File: config.mk
export PLATFORM = sky130hd
export DESIGN_NAME = alu_issue_queue
export DESIGN_NICKNAME = d
export VERILOG_FILES = /design/src/rtl/alu_issue_queue.sv
export SDC_FILE = /design/constraint.sdc
export NUM_CORES = 1
export LEC_CHECK = 0
export CAP_MARGIN = 20
export CORE_MARGIN = 2
export CORE_UTILIZATION = 54
export CTS_CLUSTER_SIZE = 8
export DETAILED_ROUTE_END_ITERATION = 8
export DONT_BUFFER_PORTS = 1
export PLACE_DENSITY = 0.73
export SETUP_SLACK_MARGIN = 0.02
export SYNTH_ARGS = -nofsm -noshare
export SYNTH_HDL_FRONTEND = slang
export SYNTH_SLANG_ARGS = --single-unit
File: constraint.sdc
create_clock -name clk -period 3.6 [get_ports clk]
set_clock_uncertainty 0.15 [all_clocks]
set_input_delay 0.72 -clock clk [delete_from_list [all_inputs] [get_ports clk]]
set_output_delay 0.72 -clock clk [all_outputs]
set_load 0.02 [all_outputs]
File: src/rtl/alu_issue_queue.sv
// Tagged-command FIFO that feeds the ALU one command per cycle.
// Reserved opcodes are dropped at entry. A response strobe is aligned to the ALU's registered result.
module alu_issue_queue #(
  parameter int unsigned DEPTH = 4,
  parameter int unsigned TAG_W = 4
) (
  input  logic                     clk,
  input  logic                     rst,
  input  logic                     in_valid,
  output logic                     in_ready,
  input  logic [31:0]              in_a,
  input  logic [31:0]              in_b,
  input  logic [2:0]               in_op,
  input  logic [TAG_W-1:0]         in_tag,
  input  logic                     stall,
  output logic [31:0]              alu_a,
  output logic [31:0]              alu_b,
  output logic [2:0]               alu_opcode,
  output logic                     issue_valid,
  output logic                     rsp_valid,
  output logic [TAG_W-1:0]         rsp_tag,
  output logic [$clog2(DEPTH):0]   count,
  output logic [7:0]               illegal_cnt
);

  localparam int unsigned PW = $clog2(DEPTH);
  localparam int unsigned CW = PW + 1;
  localparam logic [CW-1:0] FULL = CW'(DEPTH);
  localparam logic [2:0] OP_IDLE = 3'b010;
  localparam logic [2:0] OP_MAX  = 3'b100;

  typedef struct packed {
    logic [31:0]      a;
    logic [31:0]      b;
    logic [2:0]       op;
    logic [TAG_W-1:0] tag;
  } entry_t;

  entry_t           mem [DEPTH];
  entry_t           head;
  logic [PW-1:0]    wr_ptr;
  logic [PW-1:0]    rd_ptr;
  logic [TAG_W-1:0] issue_tag;
  logic             accept;
  logic             push;
  logic             drop;
  logic             pop;

  // in_ready deliberately ignores a same-edge pop: a full queue never accepts.
  assign in_ready = rst & (count != FULL);
  assign accept   = in_valid & in_ready;
  assign push     = accept & (in_op <= OP_MAX);
  assign drop     = accept & (in_op > OP_MAX);
  assign pop      = (count != '0) & ~stall;
  assign head     = mem[rd_ptr];

  always_ff @(posedge clk) begin
    if (push) begin
      mem[wr_ptr] <= '{a: in_a, b: in_b, op: in_op, tag: in_tag};
    end
  end

  always_ff @(posedge clk) begin
    if (!rst) begin
      wr_ptr      <= '0;
      rd_ptr      <= '0;
      count       <= '0;
      illegal_cnt <= '0;
      alu_a       <= '0;
      alu_b       <= '0;
      alu_opcode  <= OP_IDLE;
      issue_valid <= 1'b0;
      issue_tag   <= '0;
      rsp_valid   <= 1'b0;
      rsp_tag     <= '0;
    end else begin
      if (push) wr_ptr <= wr_ptr + PW'(1);
      if (pop)  rd_ptr <= rd_ptr + PW'(1);
      case ({push, pop})
        2'b10:   count <= count + CW'(1);
        2'b01:   count <= count - CW'(1);
        default: ;
      endcase
      if (drop && (illegal_cnt != '1)) illegal_cnt <= illegal_cnt + 8'd1;

      issue_valid <= pop;
      if (pop) begin
        alu_a      <= head.a;
        alu_b      <= head.b;
        alu_opcode <= head.op;
        issue_tag  <= head.tag;
      end else begin
        // Idle slots drive AND of zeros so the ALU never flags an error.
        alu_a      <= '0;
        alu_b      <= '0;
        alu_opcode <= OP_IDLE;
      end

      rsp_valid <= issue_valid;
      rsp_tag   <= issue_tag;
    end
  end

endmodule

# == Yosys cells after proc, flatten, opt, wreduce, memory -nomap -nowiden ==
# Memory sizes are Yosys's and may differ from the RTL's. A register that Yosys moved wholly into a read port is not among the register bits.
# Cells that the tools add are included.
# Widths: inputs -> output; s select.
# totals
elab_cells,38
out_inout_bits,85
in_bits,75
n_memories,1
reg_bits,92
mem_bits_rw,284
# memory_table
name,words,word_bits,read_ports,rd_clocked_by_memory_dff,wr,line,rtl
mem,4,71,1,1,1,39,entry_t mem [DEPTH];
# classes
bitwise,6
eq_ne,4
addsub,5
order_cmp,2
n_mux,5
n_reduce_logical,4
# op_table
operator,count
$add 8x1->8 const B,1
$ne 8x8->1 const B,1
$pmux 3 s2,1
$and 1x1->1,5
$add 2x1->2 const B,2
$mux 2,2
$add 3x1->3 const B,1
$gt 3x3->1 const B,1
$le 3x3->1 const B,1
$ne 3x3->1 const B,1
$reduce_bool 3->1,1
$sub 3x1->3 const B,1
$eq 2x1->1 const B,1
$eq 2x2->1 const B,1
$mux 1,2
$reduce_and 2->1,1
$reduce_bool 2->1,1
$logic_and 1x1->1,1
$not 1->1,1

# == Longest topological paths before layout ==
# Gate-level depths: netlist of the first run.
# logic_depth
ltp_word,6
depth_mapped,8
ltp_nobuf,8

# == Least setup slack after synthesis of the first run ==
# OpenSTA, ideal clock, no wires.
# synth_timing
path_type,input to register
start,input port in_op[1]
end,memory mem[2][0] in the netlist's numbering (enable)
slack_ps,-35
path_buffers,0
arrival_time_ps,3048
setup_time_ps,437
t_required_ps,3013
path_stages,3
path_cell_list,o21ai_0 nor3b_2 and2_1
# synth_via
elab_chain_len,4
# synth_rtl
item,line,rtl
start: declaration,13,"input logic [2:0] in_op,"
$le 3x3->1,52,assign push = accept & (in_op <= OP_MAX);
$and 1x1->1,52,
$mux 1,58,if (push) begin
$mux 1 (implied by the code),59,"mem[wr_ptr] <= '{a: in_a, b: in_b, op: in_op, tag: in_tag};"
end: declaration,39,
# Every way passes these cells.

# == Worst setup path after layout of the first run ==
# layout_timing
start,register count[0]
end,register count[2]
# layout_via
elab_chain_len,6
elab_cells_between_ends,12
cone_classes,2 x add/sub; 3 x eq/ne; 1 x mux; 4 x bitwise; 2 x reduce/logical
# layout_rtl
item,line,rtl
start: declaration,22,"output logic [$clog2(DEPTH):0] count,"
start signal: assignment,80,2'b10: count <= count + CW'(1);
start signal: assignment,81,2'b01: count <= count - CW'(1);
$ne 3x3->1,50,assign in_ready = rst & (count != FULL);
$and 1x1->1,50,
$and 1x1->1,51,assign accept = in_valid & in_ready;
$and 1x1->1,52,
$eq 2x1->1 / $eq 2x2->1 (equally long branches),79,"case ({push, pop})"
$pmux 3 s2 / $reduce_bool 2->1 (equally long branches),n/a,
# Several ways; a longest one is shown, not always the timed one.
# A chain may end at the register's enable or synchronous reset.

==> flow_summary.json, run 1 <==
{
  "syn-cell-area_um2": 13200,
  "gr-usage-met3_pct": 6.25,
  "grt_max_degree": 97,
  "cp_max_fo": 7,
  "gr-usage-met1_pct": 23.7,
  "status": "completed",
  "vdd_drop_max_mv": 0.557,
  "yosysWarnings": 0,
  "fin_total_pwr_mw": 10.8,
  "antenna_found_initial": 0,
  "clock_sinks": 378,
  "cts_resized": 0,
  "use_met2_pct": 32.7,
  "ant_nets": 0,
  "cp_slowest_stage_delay_ns": 0.57,
  "tightest_slew_ns": 1.07,
  "dpl_worst_slack_ns": 0.744,
  "hold_path_startpoint": "in_a[18]",
  "rsz0062_at_grt": "no",
  "crit_required_ns": 3.90,
  "finalSetupTns_ns": 0,
  "final_cell_mix": "edfxtp_1 (284), dfxtp_1 (92), mux4_2 (71)",
  "syn_nets": 722,
  "min_period_ns": 2.59,
  "dieWidth_um": 160,
  "critPathArrivalTime_ns": 2.89,
  "hpwl_mm": 13.5,
  "start_util_pct": 54.7,
  "num-fill-cells": 1621,
  "grt_pass1_wl_mm": 37.9,
  "cts_tree": "done",
  "max_freq_ghz": 0.386,
  "hold_path_class": "in2reg",
  "drive_above_1_share_pct": 21.1,
  "final_common_cell": "edfxtp_1",
  "grt-ovfl-total": 0,
  "r2r-start": "count[0]",
  "h-tree-depth": 2,
  "synth_seq_cells": 378,
  "finalCritPeriodShare_pct": 71.9,
  "reg2regPathDepth": 9,
  "pwr_density_cell_nw_per_um2": 708,
  "grt_busiest_layer": "met2",
  "yosysSeqAreaShare_pct": 78.7,
  "worst_path_most_repeated_cell": "nor3b_2",
  "clk_path_buf_depth": 3,
  "worstHoldPathCells": 0,
  "gp_congestion": 0.838,
  "post-route-drc-count": 0,
  "synthToLayoutAreaGrowth_pct": 15.0,
  "path_class": "reg2reg",
  "cts_setup_buffers": 0,
  "regToRegEndpoint": "count[2]",
  "cts-buffers-inserted": 53,
  "multi_input_area_um2": 2670,
  "hold_buffers": 0,
  "fin_nets": 755,
  "drt-initial-drc-count": 377,
  "max_slew_margin_pct": 28.6,
  "worstSetupEndpointType": "flop",
  "vias": 5922,
  "crit_slowest_cell": "dfxtp_1",
  "grt_pass1_vias": 6667,
  "numPortBuffers": 0,
  "wl_per_cell_um": 23.5,
  "maxCapViolCount": 0,
  "worstHoldEndpoint": "mem[3][57]",
  "fp.coreArea_um2": 24200,
  "cts-root-buf": "clkbuf_16",
  "hold_viol": 0,
  "p_leak_nw": 5.17,
  "postSynthCellCount": 640,
  "setup_viol": 0,
  "slew_violations": 0,
  "clk_pin_slew_ns": 0.05,
  "vias_per_cell": 5.69,
  "std_cell_rows": 57,
  "insertion_delay_ns": 0.54,
  "dr.pass1.iters": 6,
  "dieArea_um2": 25700,
  "synth_cell_types": 36,
  "routed_wl_mm": 24.5,
  "syn_avg_cell_area_um2": 20.7,
  "die_h_um": 160,
  "ff_latch_area_um2": 10400,
  "start_kind": "flop",
  "antenna_cells": 0,
  "grt_usage_pct": 19.4,
  "worst-r2r-setup-slack_ns": 1.01,
  "crit_chain": "nor3b_2 -> nor3b_2 -> buf_4 -> inv_1 -> ha_1 -> fa_1 -> xnor2_1 -> or3_1 -> a21boi_0",
  "design.portCount": 160,
  "finalWorstSetupSlack_ns": 1.01
}
layout make-up:
| type | instances | area share (%) |
|---|---|---|
| clock buffers | 97 | 9.95 |
| clock inverters | 2 | 0.165 |
| inverters | 5 | 0.123 |
| multi-input cells | 224 | 17.6 |
| flip-flops and latches | 378 | 68.5 |
| well taps | 324 | 2.67 |
| repair buffers | 11 | 0.955 |
Yosys cell counts:
cell type	instances	area, um^2
or3_4	1	11.3
inv_1	5	18.8
buf_1	1	3.75
ha_1	6	75.1
and2_1	16	100
and3_1	66	413
nand4b_1	1	8.76
dfxtp_1	94	1880
nand3_1	4	20.0
nand2b_1	2	12.5
or3_1	1	6.26
nor3b_2	2	25.0
or4b_1	1	10.0
a21boi_0	1	7.51
o311a_1	1	10.0
buf_2	7	35.0
nor3b_1	1	7.51
nor2_1	3	11.3
mux2i_1	11	110
and3b_1	1	8.76
nand4_1	3	18.8
nand2_1	7	26.3
or2_2	2	12.5
nor2b_1	7	43.8
nor3_1	3	15.0
xnor2_1	3	26.3
edfxtp_1	284	8530
xor2_1	2	17.5
a21oi_1	1	5.00
a41o_1	1	10.0
clkbuf_1	25	93.8
nor2_2	1	6.26
o21ai_0	3	15.0
nand2_2	1	6.26
fa_1	1	20.0
mux4_2	71	1600
sequential cells by signal, summed over array words and instances (netlist names), named ones only:
name,count
mem,284
alu_a,32
alu_b,32
illegal_cnt,8
issue_tag,4
rsp_tag,4
alu_opcode,3
count,3
rd_ptr,2
wr_ptr,2
issue_valid,1
rsp_valid,1
power breakdown:
group	switching, mW	internal, mW
clock network	1.66	2.79
registers	0.280	4.91
logic	0.523	0.598
worst max-delay path, delay by kind of cell (launching register included):
kind            cells  cell delay [ns]
fa+ha+maj           2             0.61
xor+xnor            1             0.15
flops               1             0.57
simple gates        3             0.63
compound gates      1             0.17
buf+inv             2             0.23
per-layer routing:
| layer | up-vias | wire length [um] |
|---|---|---|
| li1 | 2626 | - |
| met1 | 3013 | 9480 |
| met2 | 235 | 12300 |
| met3 | 48 | 2030 |
| met4 | 0 | 604 |
| met5 | - | 0 |
worst max-delay path by stage:
stage                     startpoint         to
after floorplan             in_op[1]  mem[0][0]
after global placement      in_op[1]   count[2]
after detailed placement    in_op[1]   count[2]
after CTS                   count[0]   count[2]
after global routing        count[0]   count[2]
final                       count[0]   count[2]
metrics by stage:
stage / hold slack, ns / area (um^2) / utilization [%] / cells
2_1_floorplan: 0.279 / 13200 / - / 640
3_3_place_gp: 0.294 / 13700 / 56.5 / 942
3_5_place_dp: 0.301 / 13700 / 56.5 / 942
4_1_cts: 0.0944 / 15200 / 62.9 / 1041
5_1_grt: 0.0886 / 15200 / 62.9 / 1041
6_report: 0.119 / 15200 / 62.9 / 1041
cell families (layout without fill, tap and decap cells):
family	Yosys count	after routing	synth area share, %
AOI/OAI and AO/OA	7	7	0.360
adders and majority gates	7	7	0.719
muxes	82	82	12.9
and+or+nand+nor	123	123	5.77
buffers and inverters	38	115	1.15
xor gates and xnor gates	5	5	0.331
DFF	378	378	78.7
Power figures use the tool's default switching activity.
==> run 2: changes to the inputs <==
Settings changed: ABC_AREA from default to 1, PLACE_DENSITY 0.73 to 0.7.
Clock period 3.6 ns to 2.6 ns, I/O delays scaled along.
==> flow_summary.json, run 2 <==
{
  "cp_max_fo": 7,
  "antenna_found_initial": 0,
  "post-route-util_pct": 65.1,
  "clk_path_buf_depth": 3,
  "grt_pass1_vias": 7986,
  "crit_required_ns": 2.87,
  "vdd_drop_max_mv": 0.624,
  "start_util_pct": 54.7,
  "std_cell_rows": 58,
  "synth_top_area_cell": "edfxtp_1",
  "postSynthCellCount": 1063,
  "synthToLayoutAreaGrowth_pct": 19.1,
  "p_clk_share_pct": 40.1,
  "cts_setup_buffers": 0,
  "fin_cells": 1524,
  "num-fill-cells": 1787,
  "regMostFlops": "mem",
  "ys_top_cells_by_count": "nor2_1 (303), edfxtp_1 (284), dfxtp_1 (94)",
  "reg_top3": "mem: 284 flops, alu_a: 32 flops, alu_b: 32 flops",
  "worstSetupEndpointType": "flop",
  "insertion_delay_ns": 0.55,
  "whs_ns": 0.0324,
  "design.portCount": 160,
  "pwr_density_cell_nw_per_um2": 955,
  "dr.pass1.iters": 5,
  "startpoint": "count[1]",
  "seq_power_share_pct": 46.6,
  "setup_viol": 0,
  "yosysWarnings": 0,
  "cts_tree": "done",
  "p_sw_share_pct": 26.9,
  "placed_area_um2": 14100,
  "dp.cells": 1353,
  "gp_congestion": 0.761,
  "syn_nets": 1145,
  "largest_register_ffs": 284,
  "finalSetupTns_ns": 0,
  "ant_nets": 0,
  "vias": 8063,
  "synth_flop_cell": "edfxtp_1",
  "hold_path_class": "in2reg",
  "synth_cell_types": 30,
  "die_h_um": 163,
  "hold_path_startpoint": "rst",
  "netlist_top_cells_area": "edfxtp_1 (62%), dfxtp_1 (14%), nor2_1 (8.3%), o21ai_1 (3.2%), a21oi_2 (2.6%)",
  "drt-initial-drc-count": 801,
  "numPortBuffers": 0,
  "final_cell_mix": "nor2_1 (298), edfxtp_1 (284), dfxtp_1 (90)",
  "hpwl_mm": 14.7,
  "routed_wl_mm": 27.4,
  "max_slew_margin_pct": 54.0,
  "fp.coreArea_um2": 25100,
  "post-route-drc-count": 0,
  "syn-cell-area_um2": 13700,
  "clk_pin_slew_ns": 0.05,
  "hold_viol": 0,
  "cts-root-buf": "clkbuf_16",
  "fin_nets": 1232,
  "p_leak_nw": 5.68,
  "drive_above_1_share_pct": 11.9,
  "p_int_mw": 11.4,
  "power_switching_mw": 4.21,
  "start_kind": "flop",
  "synth_top_cell_area_share_pct": 62.1,
  "grt_usage_pct": 20.7,
  "synth_seq_cells": 378,
  "max_freq_ghz": 0.427,
  "cts-buffers-inserted": 53,
  "path_class": "reg2reg",
  "critPathArrivalTime_ns": 2.61,
  "dieArea_um2": 26700,
  "clock_sinks": 378,
  "combPwrFrac_pct": 13.3,
  "yosysSeqAreaShare_pct": 75.8,
  "grt_pass1_wl_mm": 42.6,
  "min_period_ns": 2.34,
  "maxCapViolCount": 0,
  "grt_max_degree": 143,
  "h-tree-depth": 2,
  "synth_edf_count": 284,
  "vias_per_cell": 5.29,
  "stdcell_area_um2": 16400,
  "wl_per_cell_um": 18.0,
  "syn_avg_cell_area_um2": 12.9,
  "tightest_slew_ns": 0.687,
  "grt-ovfl-total": 0,
  "r2r-start": "count[1]",
  "rsz0062_at_grt": "no",
  "final_common_cell": "nor2_1",
  "async_reset_ff_share_pct": 0,
  "finalCritPeriodShare_pct": 90.0,
  "slew_violations": 0,
  "status": "completed",
  "yosysMostFrequentCell": "nor2_1",
  "dieWidth_um": 163
}
-- run 2: layout make-up --
| type | instances | area (um^2) | area share [%] |
|---|---|---|---|
| tap | 330 | 413 | 2.52 |
| timing repair buffer | 89 | 961 | 5.87 |
| sequential | 378 | 10400 | 63.7 |
| multi-input combinational | 594 | 2880 | 17.6 |
| clock inverter | 2 | 17.5 | 0.107 |
| clock buffer | 96 | 1530 | 9.35 |
| inverter | 34 | 135 | 0.826 |
| antenna | 1 | 2.50 | 0.0153 |
-- run 2: path summary, 6_finish.rpt --
| kind | end | slack, ns | cells after the start |
|---|---|---|---|
| worst min register to register | rsp_tag[1] | 0.28 | 2 |
| worst min-delay path | rd_ptr[0] | 0.03 | 2 |
| worst max register to register | count[2] | 0.26 | 11 |
| worst max-delay path | count[2] | 0.26 | 11 |
-- run 2: per-layer routing --
layer / wire length (um) / track usage [%]
met1: 12000 / 27.9
met2: 13200 / 33.2
met3: 1660 / 5.13
met4: 560 / 6.82
met5: 0 / 0
-- run 2: stage by stage --
stage | worst slack, ns | power (mW)
6_report | 0.260 | 15.6
5_1_grt | 0.0331 | 16.3
4_1_cts | 0.216 | 15.7
3_5_place_dp | 0.229 | 9.34
3_3_place_gp | 0.217 | 9.28
2_1_floorplan | 0.0148 | 8.92
-- run 2: repair_timing --
action                                  4_1_cts  5_1_grt
resized for setup                             0        1
hold buffers                                 72        0
endpoints found under the hold margin       304        0
endpoints found under the setup margin        0        1
-- run 2: power by group through the flow --
stage	Clock (mW)	Sequential [mW]	Combinational, mW
3_5_place_dp	0	7.40	1.94
6_report	6.26	7.29	2.07
3_3_place_gp	0	7.40	1.88
2_1_floorplan	0	7.34	1.58
5_1_grt	6.63	7.31	2.33
4_1_cts	6.36	7.29	2.09
-- run 2: kinds of logic (layout without fill, tap and decap cells) --
logic type	count (synthesis)	in the layout	synth area share, %
buffers and inverters	91	221	3.57
other	0	1	0
and+or+nand+nor	346	346	9.92
AOI/OAI and AO/OA	241	241	10.0
adders and majority gates	7	7	0.693
DFF	378	378	75.8
-- run 2: worst max-delay path, cell delays in order, from the launching register on --
cell,delay [ns]
dfxtp_2,0.42
nor2_2,0.08
nand2_1,0.08
nand3_2,0.14
nor2_4,0.18
inv_4,0.09
ha_1,0.25
fa_1,0.40
a21oi_1,0.13
o21ai_0,0.11
o21ai_0,0.16
a21oi_1,0.05
==> run 3: changes to the inputs <==
Settings changed: CTS_CLUSTER_SIZE 8 to default.
Clock period 2.6 ns to 2.7 ns, I/O delays scaled along.
==> flow_summary.json, run 3 (synthesis results as in run 2) <==
{
  "fp.coreArea_um2": 25100,
  "cts_resized": 0,
  "numPortBuffers": 0,
  "grt_usage_pct": 20.1,
  "reg2regPathDepth": 10,
  "largest_register_ffs": 284,
  "vias_per_cell": 5.33,
  "ant_nets": 0,
  "std_cell_rows": 58,
  "post-route-util_pct": 64.3,
  "worst-r2r-setup-slack_ns": 0.27,
  "cp_max_fo": 7,
  "hold_viol": 0,
  "synthToLayoutAreaGrowth_pct": 17.6,
  "final_cell_mix": "nor2_1 (298), edfxtp_1 (284), dfxtp_1 (92)",
  "hpwl_mm": 14.0,
  "drive_above_1_share_pct": 12.0,
  "cts_setup_buffers": 0,
  "tightest_slew_ns": 0.871,
  "wl_per_cell_um": 17.8,
  "vias": 7981,
  "worstHoldEndpoint": "count[2]",
  "max_slew_margin_pct": 41.9,
  "rsz0062_at_grt": "no",
  "dpl_worst_slack_ns": 0.225,
  "start_util_pct": 54.7,
  "insertion_delay_ns": 0.51,
  "hold_path_startpoint": "rst",
  "crit_required_ns": 2.94,
  "r2r-start": "count[2]",
  "min_period_ns": 2.43,
  "grt_max_degree": 143,
  "critPathArrivalTime_ns": 2.67,
  "pwr_density_cell_nw_per_um2": 893,
  "fin_total_pwr_mw": 14.4,
  "num-fill-cells": 1837,
  "finalWorstSetupSlack_ns": 0.274,
  "vdd_drop_max_mv": 0.607,
  "start_kind": "flop",
  "slew_violations": 0,
  "finalSetupTns_ns": 0,
  "maxCapViolCount": 0,
  "path_class": "reg2reg",
  "grt-ovfl-total": 0,
  "max_freq_ghz": 0.412,
  "grt_pass1_vias": 7934,
  "finalCritPeriodShare_pct": 89.9,
  "ff_latch_area_um2": 10400,
  "fin_nets": 1219,
  "cts-buffers-inserted": 39,
  "placed_area_um2": 14100,
  "drt-initial-drc-count": 521,
  "post-route-drc-count": 0,
  "clock_sinks": 378,
  "h-tree-depth": 2,
  "dieWidth_um": 163,
  "grt_pass1_wl_mm": 41.6,
  "hold_path_class": "in2reg",
  "worstSetupEndpointType": "flop",
  "clk_pin_slew_ns": 0.06,
  "cts_tree": "done",
  "cts-root-buf": "clkbuf_16",
  "stdcell_area_um2": 16100,
  "regMostFlops": "mem",
  "p_leak_nw": 5.60,
  "multi_input_area_um2": 2880,
  "gp_congestion": 0.779,
  "regToRegEndpoint": "count[2]",
  "routed_wl_mm": 26.6,
  "reg_top3": "mem: 284 flops, alu_a: 32 flops, alu_b: 32 flops",
  "dieArea_um2": 26700,
  "worstHoldPathCells": 2,
  "dr.pass1.iters": 5,
  "antenna_found_initial": 2,
  "design.portCount": 160,
  "setup_viol": 0,
  "final_common_cell": "nor2_1",
  "status": "completed",
  "clk_path_buf_depth": 3,
  "hold_buffers": 72,
  "die_h_um": 163
}
run 3: changes by cell type in the layout (fill, tap and decap cells not counted), sizes merged:
cell and change:
clkbuf -38, clkinv +5, bufinv +3, clkinvlp +2
buf +1, diode +1
run 3: worst max-delay path by stage:
| stage | start | to | slack (ns) | cells after the start |
|---|---|---|---|---|
| floorplan | count[0] | mem[0][0] | 0.04 | 6 |
| global placement | in_op[1] | count[2] | 0.26 | 10 |
| detailed placement | in_op[1] | count[2] | 0.23 | 10 |
| CTS | count[2] | count[2] | 0.38 | 10 |
| global route | count[2] | count[2] | 0.07 | 10 |
| finish | count[2] | count[2] | 0.27 | 10 |
run 3: cell type report:
class / count / share of cell area, %
antenna: 2 / 0.0310
clock buffer: 58 / 7.34
clock inverter: 12 / 0.899
inverter: 34 / 0.837
multi-input combinational: 594 / 17.8
sequential: 378 / 64.5
tap: 330 / 2.56
timing repair buffer: 90 / 6.00
run 3: stage by stage:
stage               std cells  hold WS, ns
floorplan                1063        0.255
global placement         1354        0.268
detailed placement       1354        0.269
CTS                      1496    0.0000427
global route             1498      0.00797
finish                   1498       0.0239
run 3: critical path, cell delays in order (launching register included):
cell	delay, ns
dfxtp_1	0.40
nand2_1	0.12
nand3_2	0.14
nor2_4	0.17
inv_4	0.09
ha_1	0.26
fa_1	0.42
a21oi_1	0.18
o21ai_0	0.15
o21ai_0	0.18
a21oi_1	0.06
run 3: where the power goes:
part           total (mW)  switching, mW  internal (mW)
clock                5.43           2.09           3.34
combinational        2.03           1.41          0.625
sequential           6.96          0.368           6.59
total                14.4           3.87           10.6
run 3: layer usage:
layer	part of all wire [%]	GRT usage, %	vias up
met5	0	0	-
met4	2.3	6.58	0
met3	5.9	4.29	43
met2	50	33.9	229
met1	42	26.1	3865
li1	-	-	3844
